`config.mk`:
```
export PLATFORM = sky130hd
export DESIGN_NAME = dx_operand_stage
export DESIGN_NICKNAME = d
export VERILOG_FILES = /design/src/rtl/dx_pkg.sv /design/src/rtl/dx_operand_stage_bypass_mux.sv /design/src/rtl/dx_operand_stage.sv
export SDC_FILE = /design/constraint.sdc
export NUM_CORES = 1
export LEC_CHECK = 0
export CORE_MARGIN = 4
export CORE_UTILIZATION = 43
export CTS_BUF_LIST = sky130_fd_sc_hd__clkbuf_4
export DETAILED_ROUTE_END_ITERATION = 16
export GPL_TIMING_DRIVEN = 0
export PLACE_DENSITY = 0.95
export SLEW_MARGIN = 15
export SYNTH_ARGS = -nofsm -noshare
export SYNTH_HDL_FRONTEND = slang
export SYNTH_SLANG_ARGS = --single-unit
```
`constraint.sdc`:
```
create_clock -name clock -period 6.05 [get_ports clock]
set_clock_uncertainty 0.1 [all_clocks]
set_input_delay 0.9075 -clock clock [delete_from_list [all_inputs] [get_ports clock]]
set_output_delay 0.9075 -clock clock [all_outputs]
set_load 0.01 [all_outputs]
```
`src/rtl/dx_pkg.sv`:
```
// Shared definitions for the decode/execute operand stage: operand and
// register-index widths, the hard-wired zero register and the ALU opcodes.
package dx_pkg;

   localparam int DATA_W = 32;
   localparam int REG_W  = 5;

   localparam logic [REG_W-1:0] REG_ZERO = 5'd0;

   typedef enum logic [4:0] {
      OP_ADD = 5'd0,
      OP_SUB = 5'd1,
      OP_AND = 5'd2,
      OP_OR  = 5'd3,
      OP_SLL = 5'd4,
      OP_SRA = 5'd5
   } alu_op_e;

   // Highest opcode the ALU decodes; anything above leaves its result bus undriven.
   localparam logic [4:0] OP_MAX = 5'd5;

endpackage

```
`src/rtl/dx_operand_stage_bypass_mux.sv`:
```
// operand_bypass_mux: resolves one source operand against the two younger
// writers in flight. X/M is the newer result and wins over M/W; register 0
// is hard-wired and never forwarded.
module operand_bypass_mux
   import dx_pkg::*;
(
   input  logic [REG_W-1:0]  idx,
   input  logic [DATA_W-1:0] raw_data,
   input  logic              xm_wr_en,
   input  logic [REG_W-1:0]  xm_rd_idx,
   input  logic [DATA_W-1:0] xm_data,
   input  logic              mw_wr_en,
   input  logic [REG_W-1:0]  mw_rd_idx,
   input  logic [DATA_W-1:0] mw_data,
   output logic [DATA_W-1:0] data
);

   // Priority select: zero register, then X/M, then M/W, then register file.
   always_comb begin
      data = raw_data;
      if (idx == REG_ZERO) begin
         data = raw_data;
      end else if (xm_wr_en && (xm_rd_idx == idx)) begin
         data = xm_data;
      end else if (mw_wr_en && (mw_rd_idx == idx)) begin
         data = mw_data;
      end
   end

endmodule

```
`src/rtl/dx_operand_stage.sv`:
```
// dx_operand_stage: single-entry D/X pipeline register in front of the ALU.
// Resolves operands, sanitises the opcode and hands a registered operation
// to execute over a valid/ready handshake, with flush support.
// Build option DX_BYPASS_EN: when defined, operands are forwarded from X/M
// and M/W; when undefined, operands are taken raw and a hazard interlock
// stalls decode instead.
module dx_operand_stage
   import dx_pkg::*;
#(
   parameter int CNT_W = 32
)
(
   input  logic              clock,
   input  logic              reset,
   input  logic              flush,
   input  logic              in_valid,
   output logic              in_ready,
   input  logic [REG_W-1:0]  in_rs_idx,
   input  logic [REG_W-1:0]  in_rt_idx,
   input  logic [DATA_W-1:0] in_rs_data,
   input  logic [DATA_W-1:0] in_rt_data,
   input  logic [DATA_W-1:0] in_imm,
   input  logic              in_use_imm,
   input  logic [4:0]        in_aluop,
   input  logic [4:0]        in_shamt,
   input  logic [REG_W-1:0]  in_rd_idx,
   input  logic              in_wr_en,
   input  logic              xm_wr_en,
   input  logic [REG_W-1:0]  xm_rd_idx,
   input  logic [DATA_W-1:0] xm_data,
   input  logic              mw_wr_en,
   input  logic [REG_W-1:0]  mw_rd_idx,
   input  logic [DATA_W-1:0] mw_data,
   output logic [DATA_W-1:0] data_operandA,
   output logic [DATA_W-1:0] data_operandB,
   output logic [4:0]        ctrl_ALUopcode,
   output logic [4:0]        ctrl_shiftamt,
   output logic [REG_W-1:0]  out_rd_idx,
   output logic              out_wr_en,
   output logic              out_illegal,
   output logic              out_valid,
   input  logic              out_ready,
   output logic [CNT_W-1:0]  issued_count
);

   logic [DATA_W-1:0] a_q, a_d, b_q, b_d;
   logic [4:0]        op_q, op_d, shamt_q, shamt_d;
   logic [REG_W-1:0]  rd_q, rd_d;
   logic              wr_en_q, wr_en_d, illegal_q, illegal_d, valid_q, valid_d;
   logic [CNT_W-1:0]  count_q, count_d;

   logic [DATA_W-1:0] res_a, res_b;
   logic              fwd_xm_en, fwd_mw_en, hazard;
   logic              in_fire, out_fire, op_illegal;

`ifdef DX_BYPASS_EN
   assign fwd_xm_en = xm_wr_en;
   assign fwd_mw_en = mw_wr_en;
   assign hazard    = 1'b0;
`else
   // Without forwarding the muxes degenerate to the raw register value, and
   // decode must wait until no in-flight writer targets a live source.
   assign fwd_xm_en = 1'b0;
   assign fwd_mw_en = 1'b0;
   assign hazard = in_valid && (
        (xm_wr_en && (xm_rd_idx != REG_ZERO) &&
           ((xm_rd_idx == in_rs_idx) || (!in_use_imm && (xm_rd_idx == in_rt_idx))))
     || (mw_wr_en && (mw_rd_idx != REG_ZERO) &&
           ((mw_rd_idx == in_rs_idx) || (!in_use_imm && (mw_rd_idx == in_rt_idx)))));
`endif

   assign in_ready = (!valid_q || out_ready) && !hazard;
   assign in_fire  = in_valid && in_ready;
   assign out_fire = valid_q && out_ready;

   operand_bypass_mux u_bypass_a (
      .idx       (in_rs_idx),
      .raw_data  (in_rs_data),
      .xm_wr_en  (fwd_xm_en),
      .xm_rd_idx (xm_rd_idx),
      .xm_data   (xm_data),
      .mw_wr_en  (fwd_mw_en),
      .mw_rd_idx (mw_rd_idx),
      .mw_data   (mw_data),
      .data      (res_a)
   );

   operand_bypass_mux u_bypass_b (
      .idx       (in_rt_idx),
      .raw_data  (in_rt_data),
      .xm_wr_en  (fwd_xm_en),
      .xm_rd_idx (xm_rd_idx),
      .xm_data   (xm_data),
      .mw_wr_en  (fwd_mw_en),
      .mw_rd_idx (mw_rd_idx),
      .mw_data   (mw_data),
      .data      (res_b)
   );

   // Capture a new operation on input transfer and compute valid/counter next state.
   always_comb begin
      a_d        = a_q;
      b_d        = b_q;
      op_d       = op_q;
      shamt_d    = shamt_q;
      rd_d       = rd_q;
      wr_en_d    = wr_en_q;
      illegal_d  = illegal_q;
      valid_d    = valid_q;
      count_d    = count_q;
      op_illegal = (in_aluop > OP_MAX);

      if (in_fire) begin
         a_d       = res_a;
         b_d       = in_use_imm ? in_imm : res_b;
         op_d      = op_illegal ? OP_ADD : in_aluop;
         shamt_d   = in_shamt;
         rd_d      = in_rd_idx;
         wr_en_d   = in_wr_en && !op_illegal;
         illegal_d = op_illegal;
      end

      if (flush) begin
         valid_d = 1'b0;
      end else if (in_fire) begin
         valid_d = 1'b1;
      end else if (out_fire) begin
         valid_d = 1'b0;
      end

      if (out_fire && !flush && (count_q != '1)) begin
         count_d = count_q + {{(CNT_W-1){1'b0}}, 1'b1};
      end
   end

   // Pipeline register with immediate clear on reset.
   always_ff @(posedge clock or posedge reset) begin
      if (reset) begin
         a_q       <= '0;
         b_q       <= '0;
         op_q      <= '0;
         shamt_q   <= '0;
         rd_q      <= '0;
         wr_en_q   <= 1'b0;
         illegal_q <= 1'b0;
         valid_q   <= 1'b0;
         count_q   <= '0;
      end else begin
         a_q       <= a_d;
         b_q       <= b_d;
         op_q      <= op_d;
         shamt_q   <= shamt_d;
         rd_q      <= rd_d;
         wr_en_q   <= wr_en_d;
         illegal_q <= illegal_d;
         valid_q   <= valid_d;
         count_q   <= count_d;
      end
   end

   assign data_operandA  = a_q;
   assign data_operandB  = b_q;
   assign ctrl_ALUopcode = op_q;
   assign ctrl_shiftamt  = shamt_q;
   assign out_rd_idx     = rd_q;
   assign out_wr_en      = wr_en_q;
   assign out_illegal    = illegal_q;
   assign out_valid      = valid_q;
   assign issued_count   = count_q;

endmodule

```
---- Yosys cells after proc, flatten, opt, wreduce, memory -nomap -nowiden ----
Cells that the tools add are included.
operators by class
  $add $sub $neg .......................... 1
  magnitude comparators ................... 1
  eq/ne operators ......................... 5
  mux-type cells .......................... 5
  reduce and logical (&&, ||, !) cells .... 25
operator list
  cell                                                                   number
  32-bit by 1-bit adder with 32-bit output (second input constant)       1
  32-bit two-way mux                                                     1
  32-bit != test (second input constant)                                 1
  5-bit equality test                                                    4
  1-bit logical AND                                                      13
  5-bit nonzero test                                                     2
  5-bit by 3-bit > comparator with 1-bit output (second input constant)  1
  1-bit zero test                                                        5
  5-bit two-way mux                                                      1
  1-bit logical OR                                                       4
  1-bit two-way mux                                                      3
  3-bit nonzero test                                                     1
word-level totals
  flip-flop bits (word level) ............. 114
  input port bits ......................... 204
  output and inout bits ................... 115
  word-level logic and storage cells ...... 46

---- Logic depth before layout (Yosys ltp) ----
  depth in word-level cells ............... 11
  mapped depth ............................ 7
  gate-level depth less buffers ........... 6

---- Cells and area by module ----
A second synthesis with hierarchy kept.
second synthesis, totals
  cell total of the unflattened synthesis .. 594
  area total of the unflattened synthesis .. 7,513.5 um^2
modules (own cells, without submodules)
  module              times used  cells an instance  area an instance (um^2)  seq. area each (um^2)
  dx_operand_stage    1           398                5,669.2                  2,852.7
  operand_bypass_mux  2           98                 922.1                    0.0

---- Worst setup path after synthesis ----
OpenSTA, ideal clock, no wires.
  path type ............................... input-to-output
  start point ............................. input mw_rd_idx[1]
  end point ............................... output in_ready
  arrival ................................. 2,066 ps
  data required time ...................... 5,043 ps
  slack ................................... 2,976 ps
  stages .................................. 4
  buffers on the path ..................... 0
  cells stage by stage .................... or4_1 -> o21ai_2 -> o22ai_1 -> a21boi_0
between the ends
  cells in the longest elaborated chain, start to end .. 8
  elaborated cells on any way between the ends .. 11
  classes of those cells .................. eq/ne (2); reduce/logical (9)
RTL lines
  element                RTL line                source
  from (decl)            dx_operand_stage.sv:32  input logic [REG_W-1:0] mw_rd_idx,
  5-bit equality test    --
  1-bit logical AND      dx_operand_stage.sv:69  ((mw_rd_idx == in_rs_idx) || (!in_use_imm && (mw_rd_idx == in_rt_idx)))));
  1-bit logical OR       dx_operand_stage.sv:69
  1-bit logical AND (*)  dx_operand_stage.sv:68  || (mw_wr_en && (mw_rd_idx != REG_ZERO) &&
  1-bit logical OR (*)   dx_operand_stage.sv:68
  1-bit logical AND (*)  dx_operand_stage.sv:65  assign hazard = in_valid && (
  1-bit zero test (*)    dx_operand_stage.sv:72  assign in_ready = (!valid_q || out_ready) && !hazard;
  1-bit logical AND (*)  dx_operand_stage.sv:72
  to (decl)              dx_operand_stage.sv:17  output logic in_ready,
Mark *: on every way between the ends. The rest lies on a longest branch, timed or not.

---- Worst setup path in the final report ----
Same ends and word-level chain as after synthesis.

==> flow_summary.json <==
{
  "outcome": "finished, final reports clean",
  "htree_levels": 4,
  "synth.top_cells.by_area": "dfrtp_1 (49%), mux2_4 (20%), mux2_2 (6.2%), xnor2_1 (4.3%), xor2_1 (2.6%)",
  "r2r_setup_slack_ps": 3780,
  "cts_tree": "built",
  "dpl-instance-area_um2": 8550,
  "ys_types": 43,
  "grt_max_degree": 65,
  "r2r_end": "issued_count[1]",
  "post-place-ws_ps": 1900,
  "fin_total_pwr_mw": 2.08,
  "drc": 0,
  "path_class": "input port to output pin",
  "die-area_um2": 15300,
  "fmax_ghz": 0.242,
  "rsz0062_at_grt": "no",
  "maxSlewHeadroom": 0.476,
  "io_buffers": 253,
  "setup_ws_ps": 1920,
  "drtAntennaViolNets": 0,
  "cts_resized": 0,
  "dp_cells": 849,
  "whs_ps": 393,
  "hold_class": "register to register",
  "hpwl_mm": 12.5,
  "drv_slew": 0,
  "reg2reg_from": "issued_count[12]",
  "routabilityCongestion": 0.868,
  "cts.sinks": 114,
  "p_leak_nw": 3.82,
  "insertion_delay_ps": 510,
  "setup-violations-final": 0,
  "synth_edf_count": 0,
  "max-vdd-ir-drop_uv": 115,
  "fin_crit_sh": 0.683,
  "antenna_found_initial": 0,
  "grt_usage": 0.205,
  "path_clk_slew_ps": 90,
  "r2r_cells": 7,
  "num-fill-cells": 935,
  "fin_setup_tns_ps": 0,
  "async_flop_share": 1.00,
  "clockBufferDepth": 2,
  "yosysSeqAreaShare": 0.495,
  "die_width_um": 124,
  "regArea_um2": 2850,
  "multiInputGateArea_um2": 2690,
  "synth.cell_area_um2": 5770,
  "utilization": 0.668,
  "drt-pass1-iter-count": 4,
  "cts-buffers-inserted": 17,
  "rows": 42,
  "worstMarginPinSlew_ps": 786,
  "first_global_vias": 4741,
  "start_util": 0.437,
  "die_h_um": 124,
  "hold_viol": 0,
  "yosys_most_used_dff": "dfrtp_1",
  "core_area_um2": 13200,
  "synth_top_cell_by_area": "dfrtp_1",
  "synth_cells": 419,
  "postSynthAreaPerCell_um2": 13.8,
  "yosys_warnings": 0,
  "area_delta_synth_final_pct": 52.7,
  "critPathLaunchType": "input port",
  "antenna_cells": 0,
  "syn_nets": 624,
  "finalInstanceArea_um2": 8810,
  "holdCritStartpoint": "ctrl_ALUopcode[4]",
  "drv_cap": 0,
  "ctsHoldBuffers": 0,
  "cp.required_ps": 5040,
  "synth_top_area_share": 0.495,
  "fin_cells": 879,
  "fin_nets": 897,
  "cp-end-kind": "output pin",
  "grt_pass1_wl_mm": 23.9,
  "num_vias": 4454,
  "viasPerCell": 5.07,
  "fin_crit_ps": 4130,
  "root_buffer": "clkbuf_4",
  "globalRouteOverflowTotal": 0,
  "powerDensity_nw_per_um2": 236,
  "holdPathStages": 1,
  "first_iter_violations": 227,
  "wirelength_mm": 15.9,
  "whs_endpoint": "ctrl_ALUopcode[4]",
  "drive_gt1_frac": 0.220,
  "post_drt_wl_per_cell_um": 18.0,
  "post_cts_buffers": 0,
  "io_pins": 319,
  "critical_path_arrival_ps": 3120,
  "critPathMaxFanout": 3,
  "ys_ff_latch": 114
}
flip-flops by register name, indices dropped and copies added (netlist names):
signal and cells:
ctrl_ALUopcode 5, ctrl_shiftamt 5, data_operandA 32, data_operandB 32
issued_count 32, out_illegal 1, out_rd_idx 5, out_valid 1
out_wr_en 1
synthesized netlist by cell type, drive strengths merged (2+ instances only):
cell,n
nor3,8
nand4,12
or4,4
and2,7
dfrtp,114
inv,11
o32a,2
xor2,17
clkbuf,6
nand2,17
mux2,108
nand2b,2
and4,5
xnor2,28
mux2i,5
o221ai,2
o21a,2
or3,3
a21oi,6
nor2,15
nor4,6
buf,10
o21ai,2
a31oi,2
nand3,13
and3,2
nor4b,2
worst max-delay path by stage:
stage	cells past startpoint	to	start
5_1_grt	6	in_ready	mw_rd_idx[1]
4_1_cts	6	in_ready	mw_rd_idx[1]
3_5_place_dp	6	in_ready	mw_rd_idx[1]
2_1_floorplan	1	ctrl_ALUopcode[0]	reset
3_3_place_gp	2	data_operandB[5]	reset
6_report	6	in_ready	mw_rd_idx[1]
critical path: stages:
cell	delay, ps
clkdlybuf4s50_1	480
or4_1	570
o21ai_2	250
o22ai_1	120
a21boi_0	220
clkdlybuf4s50_1	570
where the power goes:
| group | switching (mW) | internal (mW) | leakage [nW] |
|---|---|---|---|
| combinational | 0.217 | 0.419 | 2.29 |
| sequential | 0.0708 | 0.859 | 1.38 |
| clock | 0.276 | 0.240 | 0.144 |
routing by layer:
| layer | vias to the layer above | part of all wire | GRT usage |
|---|---|---|---|
| li1 | 2049 | - | - |
| met1 | 2159 | 0.38 | 0.228 |
| met2 | 212 | 0.49 | 0.350 |
| met3 | 34 | 0.10 | 0.0790 |
| met4 | 0 | 0.024 | 0.0858 |
| met5 | - | 0 | 0 |
cell families after synthesis:
kind of cell	share of synthesized area
flops	0.495
mux	0.268
simple gates	0.0992
xor+xnor	0.0683
buf+inv	0.0397
compound gates	0.0276
fa+ha+maj	0.00217
layout make-up:
cell class              instances  area share
repair buffers                254       0.291
flip-flops and latches        114       0.324
inverters                      11     0.00526
multi-input cells             278       0.305
well taps                     176      0.0250
plain buffers                  16      0.0213
clock inverters                12      0.0135
clock buffers                  18      0.0153
cells in the final DEF (no fill, tap or decap), drive strengths merged, types with 3 or more instances in the layout:
cell type        n
a21oi            6
clkinv           9
nand4           12
nor3             8
nand3           13
buf             11
and2             7
or4              4
or3              3
inv             11
xnor2           28
dfrtp          114
xor2            17
clkdlybuf4s50  253
clkbuf          24
and4             5
nor4             6
nand2           17
mux2           108
nor2            15
mux2i            5
Power figures use the tool's default switching activity.
